## config.mk

```make
export PLATFORM = sky130hd
export DESIGN_NAME = cereal_arbiter
export DESIGN_NICKNAME = d
export VERILOG_FILES = /design/src/rtl/cereal_arbiter_pkg.sv /design/src/rtl/cereal_arbiter_rr_pick.sv /design/src/rtl/cereal_arbiter.sv
export SDC_FILE = /design/constraint.sdc
export NUM_CORES = 1
export LEC_CHECK = 0
export CAP_MARGIN = 25
export CORE_MARGIN = 2
export CORE_UTILIZATION = 50
export DETAILED_ROUTE_END_ITERATION = 8
export PLACE_DENSITY = 0.82
export SYNTH_ARGS = -nofsm -noshare
export SYNTH_HDL_FRONTEND = slang
export SYNTH_SLANG_ARGS = --single-unit
```

## constraint.sdc

```tcl
create_clock -name sysclk -period 2.43 [get_ports sysclk]
set_input_delay 0.729 -clock sysclk [delete_from_list [all_inputs] [get_ports sysclk]]
set_output_delay 0.729 -clock sysclk [all_outputs]
set_load 0.01 [all_outputs]
```

## src/rtl/cereal_arbiter_pkg.sv

```systemverilog
// cereal_arbiter_pkg: shared FSM encoding and default byte width for the cereal arbiter
package cereal_arbiter_pkg;
  localparam int DEF_DATA_W = 8;
  typedef enum logic [1:0] {IDLE = 2'd0, SEND = 2'd1, NEXT = 2'd2} state_e;
endpackage

```

## src/rtl/cereal_arbiter_rr_pick.sv

```systemverilog
// cereal_arbiter_rr_pick: rotate-priority picker, first request after ptr wins
module cereal_arbiter_rr_pick #(
  parameter int N = 4,
  localparam int IW = $clog2(N)
) (
  input  logic [N-1:0]  req_i,
  input  logic [IW-1:0] ptr_i,
  output logic [N-1:0]  pick_o,
  output logic [IW-1:0] pick_idx_o,
  output logic          any_o
);
  logic [IW-1:0] j;
  // walk from farthest to nearest so the slot right after ptr is assigned last
  always_comb begin
    pick_idx_o = '0;
    j = '0;
    for (int k = N; k >= 1; k--) begin
      j = IW'((int'(ptr_i) + k) % N);
      if (req_i[j]) pick_idx_o = j;
    end
  end
  assign any_o = |req_i;
  assign pick_o = any_o ? N'(1) << pick_idx_o : '0;
endmodule

```

## src/rtl/cereal_arbiter.sv

```systemverilog
// cereal_arbiter: round-robin word-granular arbiter in front of the cereal serializer
module cereal_arbiter import cereal_arbiter_pkg::*; #(
  parameter int N_REQ = 4,
  parameter int DATA_W = DEF_DATA_W,
  parameter int MAX_WAIT = 1 << 20,
  localparam int IW = $clog2(N_REQ),
  localparam int CW = $clog2(MAX_WAIT)
) (
  input  logic                    sysclk,
  input  logic                    rst_n,
  input  logic [N_REQ-1:0]        req_i,
  input  logic [N_REQ*DATA_W-1:0] req_data_i,
  input  logic [N_REQ-1:0]        req_last_i,
  output logic [N_REQ-1:0]        req_ack_o,
  output logic [N_REQ-1:0]        grant_o,
  output logic [DATA_W-1:0]       tx_data_o,
  output logic                    tx_start_o,
  input  logic                    tx_ready_i,
  output logic                    busy_o,
  output logic                    timeout_err_o
);
  state_e state_q;
  logic [IW-1:0] owner_q, ptr_q, pick_idx;
  logic [CW-1:0] cnt_q;
  logic [N_REQ-1:0] pick;
  logic last_q, ready_q, any, done, cap, wd;
  cereal_arbiter_rr_pick #(.N(N_REQ)) u_pick (
    .req_i(req_i), .ptr_i(ptr_q), .pick_o(pick), .pick_idx_o(pick_idx), .any_o(any)
  );
  assign done = tx_ready_i & ~ready_q;
  // a nonzero req_ack marks the first NEXT cycle, where the requester is still switching bytes
  assign cap = state_q == NEXT && !(|req_ack_o) && req_i[owner_q];
  assign wd = cnt_q == CW'(MAX_WAIT - 1) && (state_q == SEND ? !done : state_q == NEXT && !cap);
  always_ff @(posedge sysclk or negedge rst_n)
    if (!rst_n) begin
      state_q <= IDLE;
      owner_q <= '0;
      ptr_q <= IW'(N_REQ - 1);
      last_q <= 1'b0;
      ready_q <= 1'b1;
      cnt_q <= '0;
      grant_o <= '0;
      req_ack_o <= '0;
      tx_data_o <= '0;
      tx_start_o <= 1'b0;
      busy_o <= 1'b0;
      timeout_err_o <= 1'b0;
    end else begin
      ready_q <= tx_ready_i;
      req_ack_o <= '0;
      timeout_err_o <= 1'b0;
      cnt_q <= state_q == IDLE ? '0 : cnt_q + 1'b1;
      case (state_q)
        IDLE: if (any) begin
          state_q <= SEND;
          owner_q <= pick_idx;
          grant_o <= pick;
          tx_data_o <= req_data_i[int'(pick_idx)*DATA_W +: DATA_W];
          last_q <= req_last_i[pick_idx];
          tx_start_o <= 1'b1;
          busy_o <= 1'b1;
        end
        SEND: if (done) begin
          req_ack_o <= grant_o;
          tx_start_o <= 1'b0;
          cnt_q <= '0;
          state_q <= last_q ? IDLE : NEXT;
          if (last_q) begin
            ptr_q <= owner_q;
            grant_o <= '0;
            busy_o <= 1'b0;
          end
        end
        NEXT: if (cap) begin
          state_q <= SEND;
          tx_data_o <= req_data_i[int'(owner_q)*DATA_W +: DATA_W];
          last_q <= req_last_i[owner_q];
          tx_start_o <= 1'b1;
          cnt_q <= '0;
        end
        default: state_q <= IDLE;
      endcase
      if (wd) begin
        state_q <= IDLE;
        tx_start_o <= 1'b0;
        grant_o <= '0;
        busy_o <= 1'b0;
        ptr_q <= owner_q;
        timeout_err_o <= 1'b1;
        cnt_q <= '0;
      end
    end
endmodule
```

==> out/metrics.cfg <==
[yosys]
yosys.area_share.simple_pct=20.1
synth_compound_area_share_pct=21.6
yosysWarnings=0
async_flop_share_pct=100
synth_seq_cells=47
synth_top_area_share_pct=37.2
ys_seq_area_share_pct=39.9
synth-edff-count=0
synth_top_family_by_area=compound AO/OA/AOI/OAI gates
avgSynthCellArea_um2=8.88
synth_fa_ha_area_share_pct=2.54
yosysUniqueCellTypes=48
synthMuxAreaShare_pct=6.01
yosys.area.top_type=dfrtp_1
synthCells=333
synthTopCellsByArea=dfrtp_1 (37%), a211oi_1 (6.6%), nor2_1 (5.6%), xnor2_1 (3.8%), mux2i_1 (3.7%)
synth_xor_area_share_pct=5.03
syn_area_um2=2960
syn_nets=382
synth_commonest_cells=dfrtp_1 (44), nor2_1 (44), nand2_1 (27)
synth_ff_type=dfrtp_1

[worst_setup_path]
r2r_slack_ns=0.20
critical_path_arrival_ns=2.58
crit_required_ns=2.64
r2r_start=state_q[1]
reg2reg_depth=10
critPathMaxStageDelay_ns=0.53
crit_chain=dlygate4sd2_1 > mux4_2 > a21o_4 > a2111oi_4 > or2_4 > buf_12 > buf_16 > nor2_1
worstSetupStartpointType=primary input
crit_path_end=cnt_q[4]
startpoint=req_i[2]
timing.rr.end=cnt_q[4]
worstSetupEndpointType=flop
crit_slowest_cell=mux4_2
critPathKind=primary input to flop
cp_max_fo=8

[cells_and_area]
drive_gt1_share_pct=16.4
area_growth_pct=38.4
finalInstanceArea_um2=4090
fin_nets=476
antennaDiodeCount=0

[detailed_routing]
drt_iter0_drc=228
firstDrtPassIters=5
vias_per_cell=5.89
drt-total-wl_um=8210
wl_per_cell_um=16.3
final_antenna_net_count=0
drc_errors=0
num_vias=2962

[clock_network]
clk_pin_slew_ns=0.10
insertion_delay_ns=0.31
cts.sinks=47
cts_buffers=5
cts_buffer_depth=2
htreeDepth=2
cts_root_buffer=clkbuf_8
tritoncts=built
hold_buffers=0

[power]
power_leakage_nw=1.71
peakVddDrop_v=0.000517
pwr_density_cell_nw_per_um2=978

[die]
dieHeight_um=80.9
std_cell_rows=28
die_area_um2=6550
initial_core_util_pct=50.9
die_w_um=80.9
core_region_area_um2=5820
io_pins=62

[placed_design]
port_buffers=61
dpl_cell_area_um2=3890
routabilityCongestion=0.861
dp_hpwl_um=5860

[grt]
gr-total-overflow=0
grt_usage_pct=26.3
grt_pass1_wl_um=13300
grt_pass1_vias=2762
grt_start_max_net_pins=29
antenna_found_initial=0

[timing]
finClkSkew_ns=0.0152
worst_pin_slew_ns=0.806
slew_violations=0
rsz0062_at_grt=false
fin_crit_ns=2.38
fmax_mhz=421
max_slew_margin_pct=45.9
tns_ns=0
fin_crit_sh_pct=97.8
setup_viol=0
hold_viol_final=0

[outcome]
status=complete, no violations

[flow_run]
drv_cap=0

[min_path]
holdCritPathClass=primary input to async pin

## worst max-delay path, delay by kind of cell
family / cells / cell delay (ns)
and+or+nand+nor: 2 / 0.28
muxes: 1 / 0.53
AOI/OAI and AO/OA: 2 / 0.56
buffers and inverters: 3 / 0.47
## worst min path at each step
stage                          start         end  slack [ns]  cells past startpoint
after floorplan                rst_n      busy_o        0.43                      0
after global placement      cnt_q[0]    cnt_q[0]        0.49                      1
after detailed placement  tx_start_o  tx_start_o        0.51                      2
after CTS                      rst_n    cnt_q[6]        0.41                      1
after global routing           rst_n    cnt_q[6]        0.44                      1
final                          rst_n    cnt_q[6]        0.39                      1
## cell type report
cell class | instances | area, µm²
tap | 75 | 93.8
clock inverter | 2 | 17.5
sequential | 47 | 1180
clock buffer | 6 | 72.6
timing repair buffer | 100 | 997
inverter | 21 | 78.8
multi-input combinational | 252 | 1650
fill | 457 | 1720
## per-stage QoR
| step | hold slack [ns] | total power, W | util [%] | cells | worst slack [ns] |
|---|---|---|---|---|---|
| final | 0.394 | 0.00401 | 70.4 | 503 | 0.0545 |
| after global routing | 0.437 | 0.00427 | 70.4 | 503 | 0.0106 |
| after CTS | 0.415 | 0.00398 | 70.2 | 503 | 0.0452 |
| after detailed placement | 0.512 | 0.00318 | 66.8 | 490 | -0.358 |
| after global placement | 0.490 | 0.00311 | 66.8 | 490 | -0.297 |
| after floorplan | 0.433 | 0.00233 | - | 333 | -0.000582 |
## where the power goes
group          switching (W)  internal [W]  total, W
Clock               0.000281      0.000207  0.000488
Sequential          0.000168      0.000985   0.00115
Combinational        0.00113       0.00123   0.00236
## logic make-up (layout without fill, tap and decap cells)
kind of cell	after synthesis	after routing
AND/OR/NAND/NOR	124	124
flip-flops	47	47
adder cells (fa/ha/maj)	6	6
multiplexers	15	15
AO/OA/AOI/OAI	90	90
XOR/XNOR	17	17
buffers and inverters	34	129
## repair_timing
| action | 4_1_cts | 5_1_grt |
|---|---|---|
| resized for setup | 10 | 2 |
| setup endpoints to repair | 19 | 11 |
| cloned | 2 | 0 |
| pin swaps | 2 | 2 |
| buffers inserted | 3 | 0 |
| hold endpoints to repair | 0 | 0 |
## layout by cell type, fill, tap and decap left out, types with 3 or more instances in the layout
| cell type | count |
|---|---|
| nand3_1 | 9 |
| nand2_1 | 27 |
| dlygate4sd2_1 | 3 |
| inv_1 | 19 |
| xor2_1 | 4 |
| a211oi_1 | 26 |
| o22ai_1 | 9 |
| or2_2 | 8 |
| buf_4 | 32 |
| or3_1 | 3 |
| nand4_1 | 4 |
| a21oi_1 | 8 |
| clkdlybuf4s50_1 | 56 |
| ha_1 | 6 |
| buf_12 | 5 |
| clkbuf_8 | 5 |
| mux2i_1 | 11 |
| o21ai_0 | 13 |
| nor4_1 | 5 |
| and3_1 | 6 |
| and2_1 | 7 |
| dfrtp_1 | 44 |
| xnor2_1 | 13 |
| dfstp_2 | 3 |
| nor2_1 | 42 |
| o211ai_1 | 14 |
| o21ai_1 | 3 |
## sequential cells by signal, summed over array words and instances, names as in the netlist
signal / count
state_q: 2
owner_q: 2
ready_q: 1
grant_o: 4
ptr_q: 2
busy_o: 1
cnt_q: 20
last_q: 1
tx_start_o: 1
req_ack_o: 4
tx_data_o: 8
timeout_err_o: 1
## layer usage
| layer | wire [µm] | track usage, % | vias to the layer above |
|---|---|---|---|
| li1 | - | - | 1394 |
| met1 | 3420 | 34.9 | 1447 |
| met2 | 4180 | 43.1 | 106 |
| met3 | 471 | 4.22 | 15 |
| met4 | 134 | 10.0 | 0 |
| met5 | 0 | 0 | - |
No activity file was read; power rests on OpenSTA's default activity.
